==> src/rtl/fre_count.sv <==
// fre_count: measurement end of the frequency-meter gate interface.
// Counts rising edges of sig_in during the count_en gate window as a
// DIGITS-digit BCD number. On a load rising edge in HOLD, the count is
// latched for the display path. A count_clr level clears the counter
// before the next window starts.
//
// Ports:
//   clk       fast sampling clock (>= 4x max sig_in frequency)
//   rst       asynchronous active-high reset
//   sig_in    unknown signal being measured (asynchronous)
//   count_en  gate window from the controller (asynchronous)
//   count_clr clear request, level-sensitive (asynchronous)
//   load      result-latch request, rising-edge triggered (asynchronous)
//   bcd_out   latched BCD result, digit 0 in [3:0]
//   overflow  latched flag: the count wrapped past all-9s in the window
//   valid     high once any result has been latched since reset
module fre_count #(
    parameter int unsigned DIGITS      = 4,
    parameter int unsigned SYNC_STAGES = 2
) (
    input  logic                clk,
    input  logic                rst,
    input  logic                sig_in,
    input  logic                count_en,
    input  logic                count_clr,
    input  logic                load,
    output logic [4*DIGITS-1:0] bcd_out,
    output logic                overflow,
    output logic                valid
);

    typedef enum logic [1:0] {IDLE, GATE, HOLD} state_t;

    // Bit order in each synchroniser lane: {load, count_clr, count_en, sig_in}.
    logic [SYNC_STAGES-1:0][3:0] sync_q;
    logic [3:0]                  synced;
    logic [3:0]                  synced_d;
    logic                        sig_s, en_s, clr_s, load_s;
    logic                        sig_rise, en_rise, en_fall, load_rise;

    state_t                      state_q, state_d;
    logic [4*DIGITS-1:0]         cnt_q, cnt_inc;
    logic                        ovf_run_q;
    logic                        wrap;
    logic                        carry;
    logic                        latch_en;

    always_ff @(posedge clk or posedge rst) begin
        if (rst) begin
            sync_q   <= '0;
            synced_d <= '0;
        end else begin
            sync_q   <= {sync_q[SYNC_STAGES-2:0], {load, count_clr, count_en, sig_in}};
            synced_d <= synced;
        end
    end

    assign synced    = sync_q[SYNC_STAGES-1];
    assign sig_s     = synced[0];
    assign en_s      = synced[1];
    assign clr_s     = synced[2];
    assign load_s    = synced[3];
    assign sig_rise  = sig_s & ~synced_d[0];
    assign en_rise   = en_s & ~synced_d[1];
    assign en_fall   = ~en_s & synced_d[1];
    assign load_rise = load_s & ~synced_d[3];

    // Ripple BCD increment. Each digit at 9 rolls to 0 and passes the carry.
    // A carry out of the top digit marks a wrap of the whole counter.
    always_comb begin
        cnt_inc = cnt_q;
        carry   = 1'b1;
        for (int unsigned i = 0; i < DIGITS; i++) begin
            if (carry) begin
                if (cnt_q[4*i +: 4] == 4'd9) begin
                    cnt_inc[4*i +: 4] = '0;
                end else begin
                    cnt_inc[4*i +: 4] = cnt_q[4*i +: 4] + 4'd1;
                    carry             = 1'b0;
                end
            end
        end
        wrap = carry;
    end

    always_comb begin
        state_d = state_q;
        case (state_q)
            IDLE:    if (en_rise) state_d = GATE;
            GATE:    if (en_fall) state_d = HOLD;
            HOLD:    if (clr_s)   state_d = IDLE;
            default: state_d = IDLE;
        endcase
    end

    assign latch_en = (state_q == HOLD) && load_rise;

    always_ff @(posedge clk or posedge rst) begin
        if (rst) begin
            state_q   <= IDLE;
            cnt_q     <= '0;
            ovf_run_q <= 1'b0;
            bcd_out   <= '0;
            overflow  <= 1'b0;
            valid     <= 1'b0;
        end else begin
            state_q <= state_d;
            // A clear takes priority over an increment in the same cycle.
            if (clr_s) begin
                cnt_q     <= '0;
                ovf_run_q <= 1'b0;
            end else if (state_q == GATE && sig_rise) begin
                cnt_q <= cnt_inc;
                if (wrap) ovf_run_q <= 1'b1;
            end
            // The latch sees the pre-clear count, even when a clear arrives
            // in the same cycle.
            if (latch_en) begin
                bcd_out  <= cnt_q;
                overflow <= ovf_run_q;
                valid    <= 1'b1;
            end
        end
    end

endmodule

==> config.mk <==
export PLATFORM = sky130hd
export DESIGN_NAME = fre_count
export DESIGN_NICKNAME = d
export VERILOG_FILES = /design/src/rtl/fre_count.sv
export SDC_FILE = /design/constraint.sdc
export NUM_CORES = 1
export LEC_CHECK = 0
export CAP_MARGIN = 20
export CELL_PAD_IN_SITES_DETAIL_PLACEMENT = 1
export CELL_PAD_IN_SITES_GLOBAL_PLACEMENT = 1
export CORE_MARGIN = 8
export CORE_UTILIZATION = 50
export CTS_BUF_LIST = sky130_fd_sc_hd__clkbuf_2 sky130_fd_sc_hd__clkbuf_4 sky130_fd_sc_hd__clkbuf_8
export CTS_CLUSTER_DIAMETER = 80
export DETAILED_ROUTE_END_ITERATION = 12
export HOLD_SLACK_MARGIN = 0.08
export PLACE_DENSITY_LB_ADDON = 0.25
export SYNTH_ARGS = -nofsm -noshare
export SYNTH_HDL_FRONTEND = slang
export SYNTH_SLANG_ARGS = --single-unit
==> constraint.sdc <==
create_clock -name clk -period 5.55 [get_ports clk]
set_clock_uncertainty 0.2 [all_clocks]
set_input_delay 0.8325 -clock clk [delete_from_list [all_inputs] [get_ports clk]]
set_output_delay 0.8325 -clock clk [all_outputs]
set_load 0.01 [all_outputs]
==> impl_metrics.yaml, run 1 <==
placement:
  gp_congestion: 0.7755
  port_buffers: 23
  dp_hpwl_mm: 2.734
  place_inst: 232
power_and_ir_drop:
  p_leak_nw: 1.084
  p_total_mw: 0.6887
  max-vdd-ir-drop_mv: 0.1586
  p_per_area_nw_per_um2: 282.0
global_routing:
  grt_max_degree: 49
  grt_pass1_vias: 1422
  grt_pass1_wl_mm: 6.775
  track_usage: 0.1331
  antenna_found_initial: 0
  grt-ovfl-total: 0
worst_setup_path:
  setup.worst_path.end: "bcd_out[1]"
  cpPeakStageDelay_ps: 550
  cp_max_fo: 2
  cp.required_ps: 4520
  ff2ff_setup_slack_ps: 3520
  worst_setup_path_start_kind: "flip-flop"
  endpoint_kind: "output pin"
  worstRegToRegCells: 6
  critPathKind: "flip-flop to output pin"
  path_depth: 1
  cpMaxStageDelayCell: "clkdlybuf4s50_1"
  cp_cell_sequence: "clkdlybuf4s50_1"
  r2r-end: "cnt_q[15]$_DFFE_PP0P_"
  cp_top_family: "buffers and inverters"
  r2r_start: "cnt_q[5]$_DFFE_PP0P_"
  worstSetupStartpoint: "bcd_out[1]$_DFFE_PP0P_"
  crit_buf_inv: 1
  worst_ep_arrival_time_ps: 1190
clocking:
  ctsRootBufferMaster: "clkbuf_8"
  cts_tree: "done"
  path_clk_slew_ps: 80
  htreeDepth: 2
  cts_inserted_buffers: 5
  cts_buffer_depth: 2
  clk_latency_ps: 300
  cts_hold_buf: 0
  post_cts_buffers: 0
  clock-sinks: 48
  cts-resized-gates: 0
finish:
  layout-drive-gt1-share: 0.1895
  nNetsFinal: 204
  final_cells: 240
  nFillCells: 395
  n_antenna_cell: 0
  syn_to_final_growth_pct: 17.10
yosys:
  synth-edff-count: 0
  synthCells: 166
  yosysSeqAreaShare: 0.5759
  syn-cell-area_um2: 2086
  syn_nets: 180
  synth-main-ff-cell: "dfrtp_1"
  synthArstFlopShare: 1.000
  synth_warnings: 0
  synth_cell_types: 38
  syn_area_per_cell_um2: 12.56
  synth_seq_cells: 48
timing:
  tns_ps: 0
  hold_viol_final: 0
  drv_slew: 0
  finalCritPeriodShare: 0.4006
  rsz0062_at_grt: "false"
  max_freq_mhz: 449.8
  worst_slew_pin_slew_ps: 980.7
  min_period_ps: 2223
  finalSetupViolCount: 0
  slew_headroom: 0.3462
job:
  max_cap_violations: 0
die:
  io_pins: 24
  die_area_um2: 6494
  start_util: 0.5214
  rows: 23
  die_y_um: 80.59
  die_w_um: 80.59
  coreArea_um2: 4000
drt:
  vias: 1375
  wirelength_mm: 3.831
  ant_nets: 0
  drtIter0Drc: 59
  drc: 0
  drt_pass1_iterations: 3
  detail_route.wl_per_cell_um: 15.96
  via_per_inst: 5.729
run_status:
  status: "completed"
worst_hold_path:
  min_path_type: "flip-flop to flip-flop"
==> per-stage QoR <==
step / setup slack, ps / util / area, µm² / hold slack, ps
floorplan: 3373 / - / 2086 / 131.2
global placement: 3301 / 0.5852 / 2341 / 135.4
detailed placement: 3244 / 0.5852 / 2341 / 139.5
CTS: 3300 / 0.6056 / 2422 / 158.1
global route: 3256 / 0.6106 / 2442 / 170.9
finish: 3327 / 0.6106 / 2442 / 154.4
==> logic make-up after synthesis <==
logic type               count (synthesis)  synth area share
AO/OA/AOI/OAI                           29            0.1086
multiplexers                            18           0.09658
AND/OR/NAND/NOR                         49            0.1362
flip-flops                              48            0.5759
buffers and inverters                   14           0.03479
adder cells (fa/ha/maj)                  8           0.04799
==> layout make-up <==
type                    instances  area, µm²  share of cell area
multi-input cells             104      817.0              0.3345
repair buffers                 25      257.7              0.1055
inverters                       6      22.52            0.009221
clock buffers                   6      76.32             0.03125
clock inverters                 1      5.005            0.002049
flip-flops and latches         48       1201              0.4918
well taps                      50      62.56             0.02561
==> sequential cells by signal, indices dropped and copies added, names as in the netlist <==
register / count
bcd_out: 16
cnt_q: 16
synced_d: 3
state_q: 2
sync_q: 4
ovf_run_q: 1
overflow: 1
synced: 4
valid: 1
==> cell usage after synthesis (2+ instances only) <==
cell      number  area, µm²
nor4_1         2      12.51
o21ai_2        2      17.52
a21oi_1        6      30.03
nand3b_1       3      22.52
nor3b_1        3      22.52
ha_1           8      100.1
inv_1          6      22.52
and3b_1        3      26.28
o21ai_0        7      35.03
nand3_1        4      20.02
clkbuf_1       3      11.26
o41ai_1        5      43.79
nor3_1         3      15.01
nor2_1        10      37.54
buf_4          3      22.52
nand2_1       12      45.04
dfrtp_1       48       1201
mux2_2        17      191.4
nand2b_1       2      12.51
==> placed cells by master, fill, tap and decap left out, types with 2 or more instances in the layout <==
cell | Yosys | routed
inv_1 | 6 | 5
nand2_1 | 12 | 12
o21ai_2 | 2 | 2
nor3_1 | 3 | 3
clkbuf_8 | 0 | 5
dfrtp_1 | 48 | 48
nor4_1 | 2 | 2
nand3_1 | 4 | 4
and3b_1 | 3 | 3
nand3b_1 | 3 | 3
nor3b_1 | 3 | 2
nor2_1 | 10 | 10
nand2b_1 | 2 | 2
a21oi_1 | 6 | 6
o41ai_1 | 5 | 5
clkdlybuf4s50_1 | 0 | 23
ha_1 | 8 | 8
o21ai_0 | 7 | 7
mux2_2 | 17 | 17
==> routing by layer <==
layer  routed length, µm  vias to the layer above  GRT usage
met5                   0                        -          0
met4                  31                        0    0.04364
met3                 158                        4    0.04688
met2                1918                       20     0.2157
met1                1722                      710     0.1602
li1                    -                      641          -
==> power breakdown <==
| part | internal, mW | leakage, nW | switching [mW] |
|---|---|---|---|
| clock | 0.0907 | 0.0445 | 0.109 |
| sequential | 0.375 | 0.633 | 0.0231 |
| combinational | 0.0524 | 0.407 | 0.0386 |
| total | 0.518 | 1.08 | 0.171 |
==> worst min-delay path by stage <==
stage	startpoint	end	slack [ps]	cells after the start
detailed placement	sync_q[2]$_DFF_PP0_	synced[2]$_DFF_PP0_	140	0
CTS	sync_q[2]$_DFF_PP0_	synced[2]$_DFF_PP0_	160	0
finish	sync_q[3]$_DFF_PP0_	synced[3]$_DFF_PP0_	150	0
global route	sync_q[2]$_DFF_PP0_	synced[2]$_DFF_PP0_	170	0
global placement	sync_q[3]$_DFF_PP0_	synced[3]$_DFF_PP0_	140	0
floorplan	sync_q[0]$_DFF_PP0_	synced[0]$_DFF_PP0_	130	0
No activity file was read; power rests on OpenSTA's default activity.
==> run 2: changes to the inputs <==
- CORE_UTILIZATION: 50 -> 47
- clock period: 5.55 -> 2.3 ns (I/O delays scaled with it)
==> impl_metrics.yaml, run 2 (synthesis results as in run 1) <==
drt:
  via_per_inst: 5.648
  drt_pass1_iterations: 4
  vias: 1378
  ant_nets: 0
  wirelength_mm: 4.220
  detail_route.wl_per_cell_um: 17.30
  drtIter0Drc: 32
  drc: 0
worst_setup_path:
  cp.required_ps: 2340
  cpMaxStageDelayCell: "dfrtp_1"
  cpPeakStageDelay_ps: 440
  worst_ep_arrival_time_ps: 2050
  cp_cell_sequence: "inv_1, ha_1, and3b_1, a31oi_4, or3_4, o21ai_2"
  worst_setup_path_start_kind: "flip-flop"
  cp_max_fo: 8
  cp_top_family: "simple AND/OR/NAND/NOR gates"
  critPathKind: "flip-flop to flip-flop"
  endpoint_kind: "flip-flop"
  crit_buf_inv: 1
die:
  rows: 24
  io_pins: 24
  die_area_um2: 6825
  coreArea_um2: 4324
  die_y_um: 82.62
  start_util: 0.4823
  die_w_um: 82.62
power_and_ir_drop:
  p_leak_nw: 1.095
  p_per_area_nw_per_um2: 691.2
  max-vdd-ir-drop_mv: 0.4804
  p_total_mw: 1.703
clocking:
  cts_inserted_buffers: 5
  cts_hold_buf: 0
  clk_latency_ps: 300
  cts-resized-gates: 0
  path_clk_slew_ps: 90
  htreeDepth: 2
  clock-sinks: 48
  cts_tree: "done"
  cts_buffer_depth: 2
  ctsRootBufferMaster: "clkbuf_8"
  post_cts_buffers: 0
finish:
  top_regs: "bcd_out (16), cnt_q (16)"
  nNetsFinal: 205
  final_cell_mix: "dfrtp_1, clkdlybuf4s50_1, mux2_2, nand2_1, nor2_1"
  layout-drive-gt1-share: 0.1979
  syn_to_final_growth_pct: 18.12
  n_antenna_cell: 0
  final_common_cell: "dfrtp_1"
global_routing:
  grt-ovfl-total: 0
  grt_max_degree: 28
  antenna_found_initial: 0
  grt_pass1_vias: 1484
  track_usage: 0.1420
  grt_pass1_wl_mm: 7.383
timing:
  drv_slew: 0
  finalCritPeriodShare: 0.8762
  hold_viol_final: 0
  slew_headroom: 0.5796
  worst_slew_pin_slew_ps: 630.6
  tns_ps: 0
  min_period_ps: 2015
  rsz0062_at_grt: "false"
  max_freq_mhz: 496.2
  finalSetupViolCount: 0
placement:
  dp_hpwl_mm: 3.086
  gp_congestion: 0.7976
  port_buffers: 23
worst_hold_path:
  min_path_type: "flip-flop to flip-flop"
job:
  max_cap_violations: 0
run_status:
  status: "completed"
==> run 2: cell count changes in the layout (fill, tap and decap cells not counted) <==
cell / change
clkinv_2: +1
buf_4: +1
clkbuf_8: +1
clkbuf_4: -1
==> run 2: layout make-up <==
class                      count  area (µm²)
tap                           52       65.06
fill                         456        1861
timing repair buffer          26       265.3
sequential                    48        1201
multi-input combinational    104       817.0
clock buffer                   6       82.58
inverter                       6       22.52
clock inverter                 2       10.01
==> run 2: final timing paths <==
kind | cells past startpoint | slack, ps | from | to
worst max-delay path | 6 | 280 | cnt_q[5]$_DFFE_PP0P_ | cnt_q[10]$_DFFE_PP0P_
worst min-delay path | 0 | 150 | sync_q[3]$_DFF_PP0_ | synced[3]$_DFF_PP0_
worst max register to register | 6 | 280 | cnt_q[5]$_DFFE_PP0P_ | cnt_q[10]$_DFFE_PP0P_
worst min register to register | 0 | 150 | sync_q[3]$_DFF_PP0_ | synced[3]$_DFF_PP0_
max in group asynchronous | 3 | 1210 | rst | bcd_out[8]$_DFFE_PP0P_
min in group asynchronous | 2 | 180 | rst | cnt_q[5]$_DFFE_PP0P_
==> run 2: per-stage QoR <==
stage               hold slack (ps)  instances  cell area (µm²)  utilization  setup WS (ps)
floorplan                     131.2        166             2086            -          488.7
global placement              132.1        236             2371       0.5483          406.8
detailed placement            138.1        236             2371       0.5483          283.5
CTS                           158.9        244             2464       0.5697          263.2
global route                  160.8        244             2464       0.5697          131.9
finish                        154.4        244             2464       0.5697          284.7
==> run 2: where the power goes <==
part	internal (mW)	switching [mW]
registers	0.905	0.0543
clock network	0.240	0.276
logic	0.128	0.0995
total	1.27	0.430
==> run 2: metal layers <==
layer	share of wire	wire (µm)	GRT usage	vias up
met1	0.44	1843	0.1714	702
met3	0.044	187	0.04870	10
met2	0.49	2088	0.2255	21
li1	-	-	-	645
met5	0	0	0	-
met4	0.024	100	0.06207	0
==> run 3: changes to the inputs <==
- CAP_MARGIN: 20 -> not set
- CTS_CLUSTER_SIZE: not set -> 25
==> results of run 3 <==
Same layout as run 2: the final DEF is identical, and so are final timing and power.
